===== src/rtl/stream_compare_track_if.sv =====
// ----------------------------------------------------------------------------
// stream_compare_track_if
// Bundles the operand stream, the result stream and the tracker/counter
// outputs of stream_compare_track. The master side is the producer/consumer
// environment; the slave side is the comparator block itself.
// ----------------------------------------------------------------------------
interface stream_compare_track_if #(
    parameter int WIDTH = 6,
    parameter int CNT_W = 8
);
    // operand stream
    logic             in_valid;
    logic             in_ready;
    logic [WIDTH-1:0] a;
    logic [WIDTH-1:0] b;
    logic             signed_mode;
    logic             clear;

    // result stream
    logic             out_valid;
    logic             out_ready;
    logic             lt;
    logic             ltu;
    logic             eq;
    logic             gt;
    logic             gtu;
    logic             sel_lt;

    // running statistics
    logic             seen;
    logic [WIDTH-1:0] min_val;
    logic [WIDTH-1:0] max_val;
    logic             trk_signed;
    logic [CNT_W-1:0] lt_count;
    logic [CNT_W-1:0] eq_count;

    modport master (
        output in_valid, a, b, signed_mode, clear, out_ready,
        input  in_ready, out_valid, lt, ltu, eq, gt, gtu, sel_lt,
        input  seen, min_val, max_val, trk_signed, lt_count, eq_count
    );

    modport slave (
        input  in_valid, a, b, signed_mode, clear, out_ready,
        output in_ready, out_valid, lt, ltu, eq, gt, gtu, sel_lt,
        output seen, min_val, max_val, trk_signed, lt_count, eq_count
    );
endinterface


===== src/rtl/stream_compare_track.sv =====
// ----------------------------------------------------------------------------
// stream_compare_track
// One-stage pipelined comparator on a valid/ready stream of (a, b) pairs,
// producing signed/unsigned relational flags, plus a running min/max tracker
// of the a-stream whose signedness is latched when the tracker is seeded.
//
// Optional feature: define CMP_COUNT_EN to build saturating lt/eq event
// counters. Without it lt_count/eq_count are tied to zero.
//
// WIDTH/CNT_W must match the parameters of the connected interface.
// ----------------------------------------------------------------------------
module stream_compare_track #(
    parameter int WIDTH = 6,
    parameter int CNT_W = 8
) (
    input logic                    clk,
    input logic                    rst_n,
    stream_compare_track_if.slave  bus
);

    typedef enum logic {
        ST_EMPTY    = 1'b0,
        ST_TRACKING = 1'b1
    } state_t;

    // Strict less-than in the requested signedness.
    function automatic logic less_than(
        input logic [WIDTH-1:0] x,
        input logic [WIDTH-1:0] y,
        input logic             sgn
    );
        logic signed [WIDTH-1:0] xs;
        logic signed [WIDTH-1:0] ys;
        xs = x;
        ys = y;
        return sgn ? (xs < ys) : (x < y);
    endfunction

    // ------------------------------------------------------------------
    // Handshake
    // ------------------------------------------------------------------
    logic r_run;
    logic r_vld_p1;
    logic w_in_ready;
    logic w_accept;

    // in_ready is held low during reset and for the release edge itself.
    assign w_in_ready = r_run & (~r_vld_p1 | bus.out_ready);
    assign w_accept   = bus.in_valid & w_in_ready;

    // Arm the input side on the first clock after reset release.
    always_ff @(posedge clk or negedge rst_n) begin
        if (!rst_n) r_run <= 1'b0;
        else        r_run <= 1'b1;
    end

    // ------------------------------------------------------------------
    // Stage p0: combinational flag evaluation on the incoming pair
    // ------------------------------------------------------------------
    logic signed [WIDTH-1:0] w_a_s;
    logic signed [WIDTH-1:0] w_b_s;
    logic                    w_lt;
    logic                    w_ltu;
    logic                    w_eq;
    logic                    w_gt;
    logic                    w_gtu;
    logic                    w_sel_lt;

    assign w_a_s    = bus.a;
    assign w_b_s    = bus.b;
    assign w_lt     = (w_a_s < w_b_s);
    assign w_gt     = (w_a_s > w_b_s);
    assign w_ltu    = (bus.a < bus.b);
    assign w_gtu    = (bus.a > bus.b);
    assign w_eq     = (bus.a == bus.b);
    assign w_sel_lt = bus.signed_mode ? w_lt : w_ltu;

    // ------------------------------------------------------------------
    // Stage p1: result register, held while downstream stalls
    // ------------------------------------------------------------------
    logic r_lt_p1;
    logic r_ltu_p1;
    logic r_eq_p1;
    logic r_gt_p1;
    logic r_gtu_p1;
    logic r_sel_lt_p1;

    // Result valid: set on accept, dropped once the consumer takes it.
    always_ff @(posedge clk or negedge rst_n) begin
        if (!rst_n)             r_vld_p1 <= 1'b0;
        else if (w_accept)      r_vld_p1 <= 1'b1;
        else if (bus.out_ready) r_vld_p1 <= 1'b0;
    end

    // Capture the flags only on accept so a stalled result stays stable.
    always_ff @(posedge clk or negedge rst_n) begin
        if (!rst_n) begin
            r_lt_p1     <= 1'b0;
            r_ltu_p1    <= 1'b0;
            r_eq_p1     <= 1'b0;
            r_gt_p1     <= 1'b0;
            r_gtu_p1    <= 1'b0;
            r_sel_lt_p1 <= 1'b0;
        end else if (w_accept) begin
            r_lt_p1     <= w_lt;
            r_ltu_p1    <= w_ltu;
            r_eq_p1     <= w_eq;
            r_gt_p1     <= w_gt;
            r_gtu_p1    <= w_gtu;
            r_sel_lt_p1 <= w_sel_lt;
        end
    end

    // ------------------------------------------------------------------
    // Tracker FSM (min/max of the a-stream)
    // ------------------------------------------------------------------
    state_t           r_state;
    state_t           w_state_nxt;
    logic [WIDTH-1:0] r_min;
    logic [WIDTH-1:0] r_max;
    logic             r_trk_signed;
    logic [WIDTH-1:0] w_min_nxt;
    logic [WIDTH-1:0] w_max_nxt;
    logic             w_trk_signed_nxt;

    // Tracker state and extrema registers.
    always_ff @(posedge clk or negedge rst_n) begin
        if (!rst_n) begin
            r_state      <= ST_EMPTY;
            r_min        <= '0;
            r_max        <= '0;
            r_trk_signed <= 1'b0;
        end else begin
            r_state      <= w_state_nxt;
            r_min        <= w_min_nxt;
            r_max        <= w_max_nxt;
            r_trk_signed <= w_trk_signed_nxt;
        end
    end

    // Next-state: seed on first accept (or clear+accept), update on strict
    // extremes in the latched mode, wipe on a bare clear.
    always_comb begin
        w_state_nxt      = r_state;
        w_min_nxt        = r_min;
        w_max_nxt        = r_max;
        w_trk_signed_nxt = r_trk_signed;
        case (r_state)
            ST_EMPTY: begin
                if (w_accept) begin
                    w_state_nxt      = ST_TRACKING;
                    w_min_nxt        = bus.a;
                    w_max_nxt        = bus.a;
                    w_trk_signed_nxt = bus.signed_mode;
                end
            end
            ST_TRACKING: begin
                if (bus.clear && w_accept) begin
                    w_min_nxt        = bus.a;
                    w_max_nxt        = bus.a;
                    w_trk_signed_nxt = bus.signed_mode;
                end else if (bus.clear) begin
                    w_state_nxt      = ST_EMPTY;
                    w_min_nxt        = '0;
                    w_max_nxt        = '0;
                    w_trk_signed_nxt = 1'b0;
                end else if (w_accept) begin
                    if (less_than(bus.a, r_min, r_trk_signed)) w_min_nxt = bus.a;
                    if (less_than(r_max, bus.a, r_trk_signed)) w_max_nxt = bus.a;
                end
            end
            default: begin
                w_state_nxt = ST_EMPTY;
            end
        endcase
    end

    // ------------------------------------------------------------------
    // Optional event counters
    // ------------------------------------------------------------------
`ifdef CMP_COUNT_EN
    // Increment that sticks at all-ones.
    function automatic logic [CNT_W-1:0] sat_inc(input logic [CNT_W-1:0] c);
        return (&c) ? c : c + 1'b1;
    endfunction

    logic [CNT_W-1:0] r_lt_cnt;
    logic [CNT_W-1:0] r_eq_cnt;

    // Counters restart from the current pair when cleared on an accept.
    always_ff @(posedge clk or negedge rst_n) begin
        if (!rst_n) begin
            r_lt_cnt <= '0;
            r_eq_cnt <= '0;
        end else if (bus.clear) begin
            r_lt_cnt <= {{(CNT_W-1){1'b0}}, w_accept & w_sel_lt};
            r_eq_cnt <= {{(CNT_W-1){1'b0}}, w_accept & w_eq};
        end else if (w_accept) begin
            if (w_sel_lt) r_lt_cnt <= sat_inc(r_lt_cnt);
            if (w_eq)     r_eq_cnt <= sat_inc(r_eq_cnt);
        end
    end

    assign bus.lt_count = r_lt_cnt;
    assign bus.eq_count = r_eq_cnt;
`else
    assign bus.lt_count = '0;
    assign bus.eq_count = '0;
`endif

    // ------------------------------------------------------------------
    // Outputs
    // ------------------------------------------------------------------
    assign bus.in_ready   = w_in_ready;
    assign bus.out_valid  = r_vld_p1;
    assign bus.lt         = r_lt_p1;
    assign bus.ltu        = r_ltu_p1;
    assign bus.eq         = r_eq_p1;
    assign bus.gt         = r_gt_p1;
    assign bus.gtu        = r_gtu_p1;
    assign bus.sel_lt     = r_sel_lt_p1;
    assign bus.seen       = (r_state == ST_TRACKING);
    assign bus.min_val    = r_min;
    assign bus.max_val    = r_max;
    assign bus.trk_signed = r_trk_signed;

endmodule


===== src/flat_wrapper.sv =====
// flat-port wrapper written by rule: the top's interface ports become plain ports
module stream_compare_track_flat 
#(
    parameter int WIDTH = 6,
    parameter int CNT_W = 8
)
  (clk, rst_n, bus_in_valid, bus_a, bus_b, bus_signed_mode, bus_clear, bus_out_ready, bus_in_ready, bus_out_valid, bus_lt, bus_ltu, bus_eq, bus_gt, bus_gtu, bus_sel_lt, bus_seen, bus_min_val, bus_max_val, bus_trk_signed, bus_lt_count, bus_eq_count);
  stream_compare_track_if #(.WIDTH(WIDTH), .CNT_W(CNT_W)) bus_i ();
  input logic clk;
  input logic rst_n;
  input wire logic [$bits(bus_i.in_valid)-1:0] bus_in_valid;
  input wire logic [$bits(bus_i.a)-1:0] bus_a;
  input wire logic [$bits(bus_i.b)-1:0] bus_b;
  input wire logic [$bits(bus_i.signed_mode)-1:0] bus_signed_mode;
  input wire logic [$bits(bus_i.clear)-1:0] bus_clear;
  input wire logic [$bits(bus_i.out_ready)-1:0] bus_out_ready;
  output wire logic [$bits(bus_i.in_ready)-1:0] bus_in_ready;
  output wire logic [$bits(bus_i.out_valid)-1:0] bus_out_valid;
  output wire logic [$bits(bus_i.lt)-1:0] bus_lt;
  output wire logic [$bits(bus_i.ltu)-1:0] bus_ltu;
  output wire logic [$bits(bus_i.eq)-1:0] bus_eq;
  output wire logic [$bits(bus_i.gt)-1:0] bus_gt;
  output wire logic [$bits(bus_i.gtu)-1:0] bus_gtu;
  output wire logic [$bits(bus_i.sel_lt)-1:0] bus_sel_lt;
  output wire logic [$bits(bus_i.seen)-1:0] bus_seen;
  output wire logic [$bits(bus_i.min_val)-1:0] bus_min_val;
  output wire logic [$bits(bus_i.max_val)-1:0] bus_max_val;
  output wire logic [$bits(bus_i.trk_signed)-1:0] bus_trk_signed;
  output wire logic [$bits(bus_i.lt_count)-1:0] bus_lt_count;
  output wire logic [$bits(bus_i.eq_count)-1:0] bus_eq_count;
  assign bus_i.in_valid = bus_in_valid;
  assign bus_i.a = bus_a;
  assign bus_i.b = bus_b;
  assign bus_i.signed_mode = bus_signed_mode;
  assign bus_i.clear = bus_clear;
  assign bus_i.out_ready = bus_out_ready;
  assign bus_in_ready = bus_i.in_ready;
  assign bus_out_valid = bus_i.out_valid;
  assign bus_lt = bus_i.lt;
  assign bus_ltu = bus_i.ltu;
  assign bus_eq = bus_i.eq;
  assign bus_gt = bus_i.gt;
  assign bus_gtu = bus_i.gtu;
  assign bus_sel_lt = bus_i.sel_lt;
  assign bus_seen = bus_i.seen;
  assign bus_min_val = bus_i.min_val;
  assign bus_max_val = bus_i.max_val;
  assign bus_trk_signed = bus_i.trk_signed;
  assign bus_lt_count = bus_i.lt_count;
  assign bus_eq_count = bus_i.eq_count;
  stream_compare_track #(.WIDTH(WIDTH), .CNT_W(CNT_W)) u_core (.clk(clk), .rst_n(rst_n), .bus(bus_i));
endmodule

===== config.mk =====
export PLATFORM = sky130hd
export DESIGN_NAME = stream_compare_track_flat
export DESIGN_NICKNAME = d
export VERILOG_FILES = /design/src/rtl/stream_compare_track_if.sv /design/src/rtl/stream_compare_track.sv /design/src/flat_wrapper.sv
export SDC_FILE = /design/constraint.sdc
export NUM_CORES = 1
export LEC_CHECK = 0
export ABC_CLOCK_PERIOD_IN_PS = 4990
export CAP_MARGIN = 40
export CORE_UTILIZATION = 41
export DETAILED_ROUTE_END_ITERATION = 6
export DONT_BUFFER_PORTS = 1
export GPL_ROUTABILITY_DRIVEN = 0
export HOLD_SLACK_MARGIN = 0.08
export PLACE_DENSITY = 0.66
export SLEW_MARGIN = 5
export SYNTH_ARGS = -nofsm -noshare
export SYNTH_HDL_FRONTEND = slang
export SYNTH_SLANG_ARGS = --single-unit

===== constraint.sdc =====
create_clock -name clk -period 4.99 [get_ports clk]
set_input_delay 1.2475 -clock clk [delete_from_list [all_inputs] [get_ports clk]]
set_output_delay 1.2475 -clock clk [all_outputs]
set_load 0.005 [all_outputs]

==> flow_summary.json <==
{
  "worst_slack_ps": 2170,
  "crit_path_cell_trace": "nand2b_1, and2_1",
  "cp_max_fo": 3,
  "hold_depth": 2,
  "ys_ff_latch": 22,
  "nNetsFinal": 203,
  "skew_ps": 2.40,
  "peakVddDrop_v": 0.000147,
  "diodes": 0,
  "path_class": "input port to primary output",
  "status": "finished, final reports clean",
  "postRouteAntennaNets": 0,
  "root_buffer": "clkbuf_4",
  "hpwl_mm": 2.43,
  "cts_max_path_buffers": 2,
  "power_density_nw_per_um2": 306,
  "slowest_stage": "and2_1",
  "path_clk_slew_ps": 130,
  "hold_class": "register to register",
  "cp.required_ps": 3740,
  "layout_common_cells": "37 x nand2_1, 22 x dfrtp_1, 17 x inv_1, 17 x conb_1, 16 x ha_1",
  "dpl-instance-area_um2": 1480,
  "drv_slew": 0,
  "max_stage_delay_ps": 190,
  "grt_pass1_wl_mm": 4.88,
  "cts_made_buffers": 3,
  "die_y_um": 62.6,
  "dp_worst_setup_slack_ps": 2130,
  "crit_cells": 2,
  "via_count": 1113,
  "crit_path_start_kind": "input port",
  "regToRegSetupSlack_ps": 2970,
  "grt.overflow.total": 0,
  "route.detailed.drc": 0,
  "tns_ps": 0,
  "arrival_ps": 1570,
  "vias_per_cell": 5.20,
  "setup.worst_path.start": "bus_out_ready",
  "rsz0062_at_grt": "no",
  "dieArea_um2": 3920,
  "fp.dieW_um": 62.6,
  "r2r-end": "u_core.bus.min_val[0]",
  "start_util_pct": 44.1,
  "cts_sinks": 22,
  "wire_per_inst_um": 14.1,
  "whs_ps": 517,
  "synth_area_leaders": "dfrtp_1 37%, ha_1 13%, nand2_1 9.2%, buf_4 8.5%, o22ai_1 5.0%",
  "synth_seq_area_share_pct": 36.5,
  "syn_area_um2": 1510,
  "crit_buf_inv": 0,
  "portBuffers": 0,
  "cp_top_family": "simple AND/OR/NAND/NOR gates",
  "row_count": 21,
  "finalPower_mw": 0.465,
  "clock.fmax_mhz": 355,
  "syn_to_final_growth_pct": 0.831,
  "grt_max_degree": 23,
  "grt_pass1_vias": 1060,
  "hold_viol_final": 0,
  "yosysWarningCount": 0,
  "finalInstanceArea_um2": 1520,
  "drt_iter0_drc": 42,
  "fin_crit_sh_pct": 56.5,
  "syn_inst": 168,
  "synth_cell_types": 28,
  "syn_area_per_cell_um2": 8.97,
  "reg2reg_from": "u_core.bus.min_val[5]",
  "cap_violations": 0,
  "worst_pin_slew_ps": 670,
  "drive_above_1_share_pct": 7.14,
  "setup_viol": 0,
  "min_period_ps": 2820,
  "worstHoldEndpoint": "u_core.bus.ltu",
  "antenna_found_initial": 0,
  "grt_use_total_pct": 16.0,
  "wirelength_mm": 3.02,
  "htreeDepth": 1,
  "endpoint_kind": "primary output",
  "power.leakage_nw": 0.767,
  "drt_pre_antenna_iters": 4,
  "r2r_cells": 6,
  "cts_tree": "done",
  "clock_latency_ps": 310,
  "cts_hold_buf": 0,
  "synth_top_area_share_pct": 36.5,
  "cts_resized": 0,
  "ios": 56,
  "yosys.area.top_type": "dfrtp_1",
  "cts_setup_buffers": 0,
  "final_common_cell": "nand2_1",
  "hp-start": "u_core.bus.ltu",
  "core_area_um2": 3420,
  "relSlewSlack_pct": 55.4
}
[sequential cells by signal, indices dropped and copies added (netlist names)]
name                   cells
u_core.bus.eq              1
u_core.bus.gt              1
u_core.bus.gtu             1
u_core.bus.lt              1
u_core.bus.ltu             1
u_core.bus.max_val         6
u_core.bus.min_val         6
u_core.bus.out_valid       1
u_core.bus.seen            1
u_core.bus.sel_lt          1
u_core.bus.trk_signed      1
u_core.r_run               1
[Yosys cell counts]
library cell,instances
a21oi_1,6
buf_4,17
nor2b_1,4
a32oi_1,1
nand3_1,1
o22ai_1,12
xnor2_1,1
nand2_1,37
o21ai_1,1
mux2i_4,1
nand2b_1,5
dfrtp_1,22
and3_1,1
a21o_1,3
o21ai_0,3
mux2_2,2
a221oi_2,1
and2_1,1
buf_2,2
conb_1,2
ha_1,16
nand4_1,2
mux2i_1,5
and4_2,1
or2_2,1
o221a_2,2
inv_1,17
o21a_1,1
[power breakdown]
part           internal (mW)  total [mW]  leakage [nW]  switching, mW
registers              0.208       0.240         0.279         0.0320
logic                 0.0559       0.123         0.467         0.0672
clock network         0.0446       0.102        0.0210         0.0573
total                  0.309       0.465         0.767          0.157
[per-layer routing]
metal  GRT usage, %  vias to the layer above  part of all wire (%)  wire [um]
met5              0                        -                     0          0
met2           28.3                       41                    52       1560
li1               -                      540                     -          -
met4           6.69                        0                  0.46         14
met3           4.74                        2                   7.8        236
met1           17.6                      530                    40       1210
[final cells by class]
| type | count | area (um^2) |
|---|---|---|
| Fill cell | 343 | 1900 |
| Multi-Input combinational cell | 125 | 811 |
| Sequential cell | 22 | 551 |
| Tap cell | 46 | 57.6 |
| Inverter | 17 | 63.8 |
| Clock buffer | 4 | 36.3 |
[cell families after synthesis]
| family | share of synthesized area, % |
|---|---|
| XOR/XNOR | 0.582 |
| flip-flops | 36.5 |
| AO/OA/AOI/OAI | 13.4 |
| AND/OR/NAND/NOR | 16.0 |
| multiplexers | 6.31 |
| buffers and inverters | 13.4 |
| adder cells (fa/ha/maj) | 13.3 |
| other | 0.499 |
[worst reg2reg max path, stage by stage, from the launching register on]
cell	delay [ps]
dfrtp_1	420
inv_1	60
ha_1	350
a21oi_1	160
o221a_2	230
mux2i_1	480
o22ai_1	190
[worst max path at each step]
stage                                  endpoint  slack [ps]
after floorplan                    bus_in_ready        2190
after CTS                          bus_in_ready        2170
after global routing               bus_in_ready        2130
after global placement             bus_in_ready        2170
final                              bus_in_ready        2170
after detailed placement  u_core.bus.min_val[0]        2130
[stage by stage]
step                      std cells  utilization [%]
after CTS                       214             44.5
after detailed placement        210             43.4
after global placement          210             43.4
after global routing            214             44.5
final                           214             44.5
after floorplan                 183                -
No activity file was read; power rests on OpenSTA's default activity.
